$ cat src/rtl/ttt_pkg.sv
// Shared types and constants for the tic-tac-toe turn controller.
// Cell i of a 9-bit board vector is row i/3, column i%3.
package ttt_pkg;

  typedef enum logic [2:0] {
    CLEAR,
    IDLE,
    WAIT,
    COMMIT,
    SETTLE,
    CHECK,
    DONE
  } state_t;

  typedef enum logic [1:0] {
    ST_PLAY = 2'b00,
    ST_XWIN = 2'b01,
    ST_OWIN = 2'b10,
    ST_DRAW = 2'b11
  } status_t;

  // Three rows, three columns, then the two diagonals; index 0 is the top row.
  localparam logic [7:0][8:0] WIN_LINES = {
    9'h054, 9'h111, 9'h124, 9'h092, 9'h049, 9'h1C0, 9'h038, 9'h007
  };

  localparam logic [8:0] FULL_BOARD = 9'h1FF;

  function automatic logic has_line(input logic [8:0] board);
    logic hit;
    hit = 1'b0;
    for (int i = 0; i < 8; i++) begin
      if ((board & WIN_LINES[i]) == WIN_LINES[i]) hit = 1'b1;
    end
    return hit;
  endfunction

endpackage

$ cat src/rtl/ttt_turn_controller_if.sv
// Bundle between the turn controller, its move sources and the board model.
// slave is the controller's view; master is the surrounding system's view.
interface ttt_turn_controller_if;

  logic       new_game;
  logic       x_is_ai;
  logic       o_is_ai;
  logic [8:0] h_move;
  logic       h_valid;
  logic [8:0] ai_move;
  logic       ai_valid;
  logic [8:0] X;
  logic [8:0] O;
  logic [8:0] C;
  logic       write_en;
  logic       board_reset;
  logic       ai_req;
  logic       ai_side;
  logic       turn;
  logic       reject;
  logic [1:0] status;
  logic       game_over;

  modport slave (
    input  new_game, x_is_ai, o_is_ai, h_move, h_valid, ai_move, ai_valid, X, O,
    output C, write_en, board_reset, ai_req, ai_side, turn, reject, status, game_over
  );

  modport master (
    output new_game, x_is_ai, o_is_ai, h_move, h_valid, ai_move, ai_valid, X, O,
    input  C, write_en, board_reset, ai_req, ai_side, turn, reject, status, game_over
  );

endinterface

$ cat src/rtl/ttt_board_eval.sv
// Pure combinational view of the board: wins, full, lowest empty cell and
// legality of a candidate move (exactly one bit set, landing on an empty cell).
module ttt_board_eval
  import ttt_pkg::*;
(
  input  logic [8:0] x,
  input  logic [8:0] o,
  input  logic [8:0] move,
  output logic       x_win,
  output logic       o_win,
  output logic       full,
  output logic [8:0] lowest_empty,
  output logic       move_legal
);

  logic [8:0] occupied;
  logic [8:0] empty;

  assign occupied = x | o;
  assign empty    = ~occupied;

  assign x_win = has_line(x);
  assign o_win = has_line(o);
  assign full  = (occupied == FULL_BOARD);

  // Two's-complement trick isolates the least significant set bit.
  assign lowest_empty = empty & (~empty + 9'd1);

  assign move_legal = (move != '0) &&
                      ((move & (move - 9'd1)) == '0) &&
                      ((move & occupied) == '0);

endmodule

$ cat src/rtl/ttt_turn_controller.sv
// Turn sequencer in front of the tic-tac-toe board: arbitrates human/AI moves,
// validates them, pulses the board write and scores the game after each commit.
module ttt_turn_controller
  import ttt_pkg::*;
#(
  parameter int AI_TIMEOUT    = 1024,
  parameter int SETTLE_CYCLES = 2,
  parameter int CLEAR_CYCLES  = 2
) (
  input  logic                 clk,
  input  logic                 reset_n,
  ttt_turn_controller_if.slave bus
);

  localparam int AW = (AI_TIMEOUT > 1) ? $clog2(AI_TIMEOUT) : 1;
  localparam int SW = $clog2(SETTLE_CYCLES + 1);
  localparam int CW = $clog2(CLEAR_CYCLES + 1);

  state_t          state_q,   state_d;
  status_t         status_q,  status_d;
  logic [CW-1:0]   clr_cnt_q, clr_cnt_d;
  logic [SW-1:0]   set_cnt_q, set_cnt_d;
  logic [AW-1:0]   ai_cnt_q,  ai_cnt_d;
  logic [8:0]      cell_q,    cell_d;
  logic            turn_q,    turn_d;
  logic            reject_q,  reject_d;
  logic            x_ai_q,    x_ai_d;
  logic            o_ai_q,    o_ai_d;
  logic            go_wait_q, go_wait_d;

  logic            side_ai;
  logic [8:0]      cand_move;
  logic            cand_valid;
  logic            x_win, o_win, full, move_legal;
  logic [8:0]      lowest_empty;

  // Only the source owning the side to move is ever looked at.
  assign side_ai    = turn_q ? o_ai_q : x_ai_q;
  assign cand_move  = side_ai ? bus.ai_move  : bus.h_move;
  assign cand_valid = side_ai ? bus.ai_valid : bus.h_valid;

  ttt_board_eval u_eval (
    .x            (bus.X),
    .o            (bus.O),
    .move         (cand_move),
    .x_win        (x_win),
    .o_win        (o_win),
    .full         (full),
    .lowest_empty (lowest_empty),
    .move_legal   (move_legal)
  );

  always_comb begin
    // NOTE: every next-state value starts as "hold", so no path can infer a latch.
    state_d   = state_q;
    status_d  = status_q;
    clr_cnt_d = clr_cnt_q;
    set_cnt_d = set_cnt_q;
    ai_cnt_d  = ai_cnt_q;
    cell_d    = cell_q;
    turn_d    = turn_q;
    reject_d  = 1'b0;
    x_ai_d    = x_ai_q;
    o_ai_d    = o_ai_q;
    go_wait_d = go_wait_q;

    if (bus.new_game) begin
      state_d   = CLEAR;
      clr_cnt_d = CW'(CLEAR_CYCLES - 1);
      cell_d    = '0;
      status_d  = ST_PLAY;
      x_ai_d    = bus.x_is_ai;
      o_ai_d    = bus.o_is_ai;
      go_wait_d = 1'b1;
    end else begin
      unique case (state_q)
        CLEAR: begin
          if (clr_cnt_q == '0) begin
            state_d  = go_wait_q ? WAIT : IDLE;
            turn_d   = 1'b0;
            status_d = ST_PLAY;
            ai_cnt_d = '0;
          end else begin
            clr_cnt_d = clr_cnt_q - CW'(1);
          end
        end
        IDLE: ;
        WAIT: begin
          if (side_ai) begin
            // An illegal AI move still ends the turn, with the fallback cell.
            if (cand_valid) begin
              state_d = COMMIT;
              if (move_legal) begin
                cell_d = cand_move;
              end else begin
                cell_d   = lowest_empty;
                reject_d = 1'b1;
              end
            end else if (ai_cnt_q == AW'(AI_TIMEOUT - 1)) begin
              state_d = COMMIT;
              cell_d  = lowest_empty;
            end else begin
              ai_cnt_d = ai_cnt_q + AW'(1);
            end
          end else if (cand_valid) begin
            if (move_legal) begin
              state_d = COMMIT;
              cell_d  = cand_move;
            end else begin
              reject_d = 1'b1;
            end
          end
        end
        COMMIT: begin
          state_d   = SETTLE;
          set_cnt_d = SW'(SETTLE_CYCLES - 1);
        end
        SETTLE: begin
          if (set_cnt_q == '0) state_d = CHECK;
          else                 set_cnt_d = set_cnt_q - SW'(1);
        end
        CHECK: begin
          if (x_win) begin
            status_d = ST_XWIN;
            state_d  = DONE;
          end else if (o_win) begin
            status_d = ST_OWIN;
            state_d  = DONE;
          end else if (full) begin
            status_d = ST_DRAW;
            state_d  = DONE;
          end else begin
            turn_d   = ~turn_q;
            state_d  = WAIT;
            ai_cnt_d = '0;
          end
        end
        DONE: ;
        default: state_d = CLEAR;
      endcase
    end
  end

  // NOTE: state registers use non-blocking assignments so every flop samples pre-edge values.
  always_ff @(posedge clk or negedge reset_n) begin
    if (!reset_n) begin
      state_q   <= CLEAR;
      status_q  <= ST_PLAY;
      clr_cnt_q <= CW'(CLEAR_CYCLES - 1);
      set_cnt_q <= '0;
      ai_cnt_q  <= '0;
      cell_q    <= '0;
      turn_q    <= 1'b0;
      reject_q  <= 1'b0;
      x_ai_q    <= 1'b0;
      o_ai_q    <= 1'b0;
      go_wait_q <= 1'b0;
    end else begin
      state_q   <= state_d;
      status_q  <= status_d;
      clr_cnt_q <= clr_cnt_d;
      set_cnt_q <= set_cnt_d;
      ai_cnt_q  <= ai_cnt_d;
      cell_q    <= cell_d;
      turn_q    <= turn_d;
      reject_q  <= reject_d;
      x_ai_q    <= x_ai_d;
      o_ai_q    <= o_ai_d;
      go_wait_q <= go_wait_d;
    end
  end

  // State-decoded strobes drop as soon as reset forces CLEAR.
  assign bus.C           = cell_q;
  assign bus.write_en    = (state_q == COMMIT);
  assign bus.board_reset = (state_q == CLEAR);
  assign bus.ai_req      = (state_q == WAIT) && side_ai;
  assign bus.ai_side     = turn_q;
  assign bus.turn        = turn_q;
  assign bus.reject      = reject_q;
  assign bus.status      = status_q;
  assign bus.game_over   = (state_q == DONE);

endmodule
$ cat src/flat_wrapper.sv
// flat-port wrapper written by rule: the top's interface ports become plain ports
module ttt_turn_controller_flat import ttt_pkg::*;
#(
  parameter int AI_TIMEOUT    = 1024,
  parameter int SETTLE_CYCLES = 2,
  parameter int CLEAR_CYCLES  = 2
)
  (clk, reset_n, bus_new_game, bus_x_is_ai, bus_o_is_ai, bus_h_move, bus_h_valid, bus_ai_move, bus_ai_valid, bus_X, bus_O, bus_C, bus_write_en, bus_board_reset, bus_ai_req, bus_ai_side, bus_turn, bus_reject, bus_status, bus_game_over);
  ttt_turn_controller_if bus_i ();
  input  logic clk;
  input  logic reset_n;
  input wire logic [$bits(bus_i.new_game)-1:0] bus_new_game;
  input wire logic [$bits(bus_i.x_is_ai)-1:0] bus_x_is_ai;
  input wire logic [$bits(bus_i.o_is_ai)-1:0] bus_o_is_ai;
  input wire logic [$bits(bus_i.h_move)-1:0] bus_h_move;
  input wire logic [$bits(bus_i.h_valid)-1:0] bus_h_valid;
  input wire logic [$bits(bus_i.ai_move)-1:0] bus_ai_move;
  input wire logic [$bits(bus_i.ai_valid)-1:0] bus_ai_valid;
  input wire logic [$bits(bus_i.X)-1:0] bus_X;
  input wire logic [$bits(bus_i.O)-1:0] bus_O;
  output wire logic [$bits(bus_i.C)-1:0] bus_C;
  output wire logic [$bits(bus_i.write_en)-1:0] bus_write_en;
  output wire logic [$bits(bus_i.board_reset)-1:0] bus_board_reset;
  output wire logic [$bits(bus_i.ai_req)-1:0] bus_ai_req;
  output wire logic [$bits(bus_i.ai_side)-1:0] bus_ai_side;
  output wire logic [$bits(bus_i.turn)-1:0] bus_turn;
  output wire logic [$bits(bus_i.reject)-1:0] bus_reject;
  output wire logic [$bits(bus_i.status)-1:0] bus_status;
  output wire logic [$bits(bus_i.game_over)-1:0] bus_game_over;
  assign bus_i.new_game = bus_new_game;
  assign bus_i.x_is_ai = bus_x_is_ai;
  assign bus_i.o_is_ai = bus_o_is_ai;
  assign bus_i.h_move = bus_h_move;
  assign bus_i.h_valid = bus_h_valid;
  assign bus_i.ai_move = bus_ai_move;
  assign bus_i.ai_valid = bus_ai_valid;
  assign bus_i.X = bus_X;
  assign bus_i.O = bus_O;
  assign bus_C = bus_i.C;
  assign bus_write_en = bus_i.write_en;
  assign bus_board_reset = bus_i.board_reset;
  assign bus_ai_req = bus_i.ai_req;
  assign bus_ai_side = bus_i.ai_side;
  assign bus_turn = bus_i.turn;
  assign bus_reject = bus_i.reject;
  assign bus_status = bus_i.status;
  assign bus_game_over = bus_i.game_over;
  ttt_turn_controller #(.AI_TIMEOUT(AI_TIMEOUT), .SETTLE_CYCLES(SETTLE_CYCLES), .CLEAR_CYCLES(CLEAR_CYCLES)) u_core (.clk(clk), .reset_n(reset_n), .bus(bus_i));
endmodule
$ cat config.mk
export PLATFORM = sky130hd
export DESIGN_NAME = ttt_turn_controller_flat
export DESIGN_NICKNAME = d
export VERILOG_FILES = /design/src/rtl/ttt_pkg.sv /design/src/rtl/ttt_turn_controller_if.sv /design/src/rtl/ttt_board_eval.sv /design/src/rtl/ttt_turn_controller.sv /design/src/flat_wrapper.sv
export SDC_FILE = /design/constraint.sdc
export NUM_CORES = 1
export LEC_CHECK = 0
export CAP_MARGIN = 10
export CORE_MARGIN = 5
export CORE_UTILIZATION = 35
export DETAILED_ROUTE_END_ITERATION = 8
export HOLD_SLACK_MARGIN = 0.02
export PLACE_DENSITY = 0.63
export SLEW_MARGIN = 20
export SYNTH_ARGS = -nofsm -noshare
export SYNTH_HDL_FRONTEND = slang
export SYNTH_HIERARCHICAL = 1
export SYNTH_SLANG_ARGS = --single-unit
$ cat constraint.sdc
create_clock -name clk -period 5.9 [get_ports clk]
set_input_delay 1.77 -clock clk [delete_from_list [all_inputs] [get_ports clk]]
set_output_delay 1.77 -clock clk [all_outputs]
set_load 0.01 [all_outputs]
==> results.md <==
- Status: complete, no violations
- Fin crit share: 71.9%
- Tot Pwr: 0.852 mW
- Hold_ws: 0.493 ns
- Largest net degree at the start of global routing: 34
- CP required: 6.11 ns
- Leakage power: 1.37 nW
- P&R area growth vs syn: 29.0%
- Sw Share: 38.3%
- Via Count: 2,787
- First-pass GRT wire length: 13,300 um
- Most frequent cells in the layout: 60 x clkdlybuf4s50_1, 59 x nand2_1, 33 x nor2_1
- Relative slew slack: 57.0%
- Final total negative setup slack: 0 ns
- CP Class: in -> reg
- Clock share of power: 21.0%
- Tmin final: 4.24 ns
- Setup Skew: 0.00826 ns
- Fillcell total: 740
- Syn Std Cell Area: 2630 um2
- Ys async rst share: 100%
- Placer Congestion: 0.923
- CP max FO: 7
- Router iterations before antenna repair: 5
- EDFF count, synth: 0
- Gate Count Post-Synth: 322
- Diodes inserted: 0
- 1st-iter DRT viols: 231
- Main flop type after synthesis: dfrtp_1
- Launch point of the worst hold path: u_core/go_wait_q$_DFFE_PN0P_
- Nets@finish: 423
- Drt drc: 0
- Switching power: 0.326 mW
- Clock slew at reported path FFs: 0.07 ns
- Final core utilization: 46.5%
- Clock Sinks: 33
- Dpl hpwl: 5950 um
- CP max stage cell: or4_4
- Endpoint, Worst Hold: u_core/go_wait_q$_DFFE_PN0P_
- Largest stage delay on the critical path: 0.54 ns
- Post-CTS repair timing setup buffer count: 0
- Pwr dens: 251 nW/um2
- Reg-to-reg endpoint: u_core/bus.C[8]$_DFFE_PN0P_
- Seq cells post-synth: 33
- Clock tree buffer depth: 2
- YS warnings: 6
- Crit path launch type: input pin
- Crit path cell chain: clkdlybuf4s50_1 -> a22oi_1 -> nand2_1 -> a222oi_1 -> inv_1 -> or4_4 -> o32a_4 -> a2111oi_2 -> mux2i_1
- Row count: 31
- Vias/cell: 5.84
- Routed Antenna Nets: 0
- PortBufs: 60
- Clk_lat worst skew: 0.29 ns
- Max-cap violations: 0
- Worst Setup End Kind: flip-flop
- Root Driver: clkbuf_8
- Fmax: 0.236 GHz
- CP arrival: 4.45 ns
- CTS tree: yes
- Sequential area share after synthesis: 31.5%
- GRT overflow: 0
- Final hold vios: 0
- Endpoints failing setup: 0
- Worst R2R Path Depth: 12
- Initial Utilization: 36.0%
- Slew of the pin with the lowest slew margin: 0.644 ns
- Setup slack, reg-to-reg: 2.48 ns
- Worst vdd ir: 0.000142 V
- Vias in the first global route: 2,644
- Boundary pin count: 61
- Vertical die dimension: 96.6 um
- Final wirelength: 8010 um
- DIE WIDTH: 96.6 um
- Commonest non-fill, non-tap cell in the layout: clkdlybuf4s50_1
- Routed len/inst: 16.8 um
- # hold bufs at CTS: 0
- TritonCTS buffer count: 5
- Slew Limit Fails: 0
- Worst hold stages: 1
- Mean Syn Cell Area: 8.16 um2
- Flop pwr share: 34.6%
- Logic pwr share: 44.4%
- Antenna violations before repair: 0
- RSZ-0062 raised after global routing: no
- Int Pwr: 0.525 mW
- CTS resizes: 0
- Total core area: 7290 um2
- Htree depth: 2
- Hold Path Class: reg -> reg
- Gr usage total: 17.0%
- Library cells used by synthesis: 67
- Layout cell share with drive strength beyond 1: 9.79%
- Die area: 9340 um2
- Synth Net Count: 368
- Worst R2R Start: u_core/bus.ai_side$_DFFE_PN0P_
## power by group through the flow
stage	Clock, mW	Sequential (mW)	Combinational [mW]
after detailed placement	0	0.299	0.373
after global routing	0.193	0.301	0.417
after floorplan	0	0.287	0.260
after global placement	0	0.299	0.369
after CTS	0.184	0.294	0.376
final	0.179	0.295	0.378
## cell type report
type,instances,area (um2),area share (%)
clock buffer,8,90.1,2.66
tap,99,124,3.65
timing repair buffer,64,631,18.6
sequential,33,827,24.4
multi-input combinational,257,1660,48.9
inverter,16,60.1,1.77
## stage by stage
stage | setup slack (ns) | instances | cell area (um2)
2_1_floorplan | 2.14 | 322 | 2630
3_3_place_gp | 1.42 | 469 | 3300
3_5_place_dp | 1.37 | 469 | 3300
4_1_cts | 1.66 | 477 | 3390
5_1_grt | 1.45 | 477 | 3390
6_report | 1.66 | 477 | 3390
## per-layer routing
layer,vias up,global-route usage [%],wire length (um)
met4,0,5.94,219
met3,24,3.74,463
met5,-,0,0
met2,115,27.1,3650
met1,1334,22.7,3680
li1,1314,-,-
## logic make-up after synthesis
group / share of synthesized area (%)
AOI/OAI and AO/OA: 26.2
and+or+nand+nor: 27.7
xor gates and xnor gates: 0.333
buffers and inverters: 5.43
muxes: 7.48
adders and majority gates: 1.43
DFF: 31.5
## synthesized netlist by cell type (2+ instances only)
library cell,count,area share [%]
nand2_1,59,8.4
nor2_1,33,4.7
dfrtp_1,32,30
inv_1,16,2.3
mux2i_1,14,5.3
nand3_1,12,2.3
nor3_1,12,2.3
o21ai_0,11,2.1
a21oi_1,10,1.9
a311o_1,9,3.4
clkbuf_1,9,1.3
mux2_2,5,2.1
nor4_1,5,1.2
a211oi_1,4,1.1
a22oi_1,4,1.1
o22ai_1,4,0.95
or2_2,4,0.95
a2111oi_2,3,1.7
a22o_1,3,1.0
a31oi_1,3,0.71
buf_2,3,0.57
ha_1,3,1.4
o211ai_1,3,0.86
o21ai_1,3,0.57
or3b_2,3,1.0
a21o_1,2,0.57
a222oi_1,2,0.76
a22o_2,2,0.76
a41oi_1,2,0.67
and4_1,2,0.67
buf_6,2,0.86
nand4_1,2,0.48
nor2b_1,2,0.48
o21a_1,2,0.57
o21bai_1,2,0.57
o22a_1,2,0.67
or3_1,2,0.48
or4_1,2,0.57
## critical path, delay by kind of cell
kind	cells	cell delay, ns
compound gates	4	1.16
buf+inv	2	0.67
simple gates	2	0.61
mux	1	0.24
## state kept, by name, indices dropped and copies added, names as in the netlist
name and cells:
u_core/state_q 3, u_core/go_wait_q 1, u_core/o_ai_q 1, u_core/bus.status 2, u_core/clr_cnt_q 2, u_core/x_ai_q 1
u_core/ai_cnt_q 10, u_core/set_cnt_q 2, u_core/bus.C 9, u_core/bus.ai_side 1, u_core/bus.reject 1
## how the worst max path moves through the flow
stage / start / end / slack, ns
floorplan: bus_X[6] / u_core/ai_cnt_q[9]$_DFFE_PN0P_ / 2.14
global placement: bus_X[0] / u_core/ai_cnt_q[9]$_DFFE_PN0P_ / 1.42
detailed placement: bus_X[0] / u_core/ai_cnt_q[9]$_DFFE_PN0P_ / 1.37
CTS: bus_X[0] / u_core/ai_cnt_q[9]$_DFFE_PN0P_ / 1.66
global route: bus_ai_move[8] / u_core/bus.C[0]$_DFFE_PN0P_ / 1.45
finish: bus_X[0] / u_core/ai_cnt_q[9]$_DFFE_PN0P_ / 1.66
No activity file was read; power rests on OpenSTA's default activity.
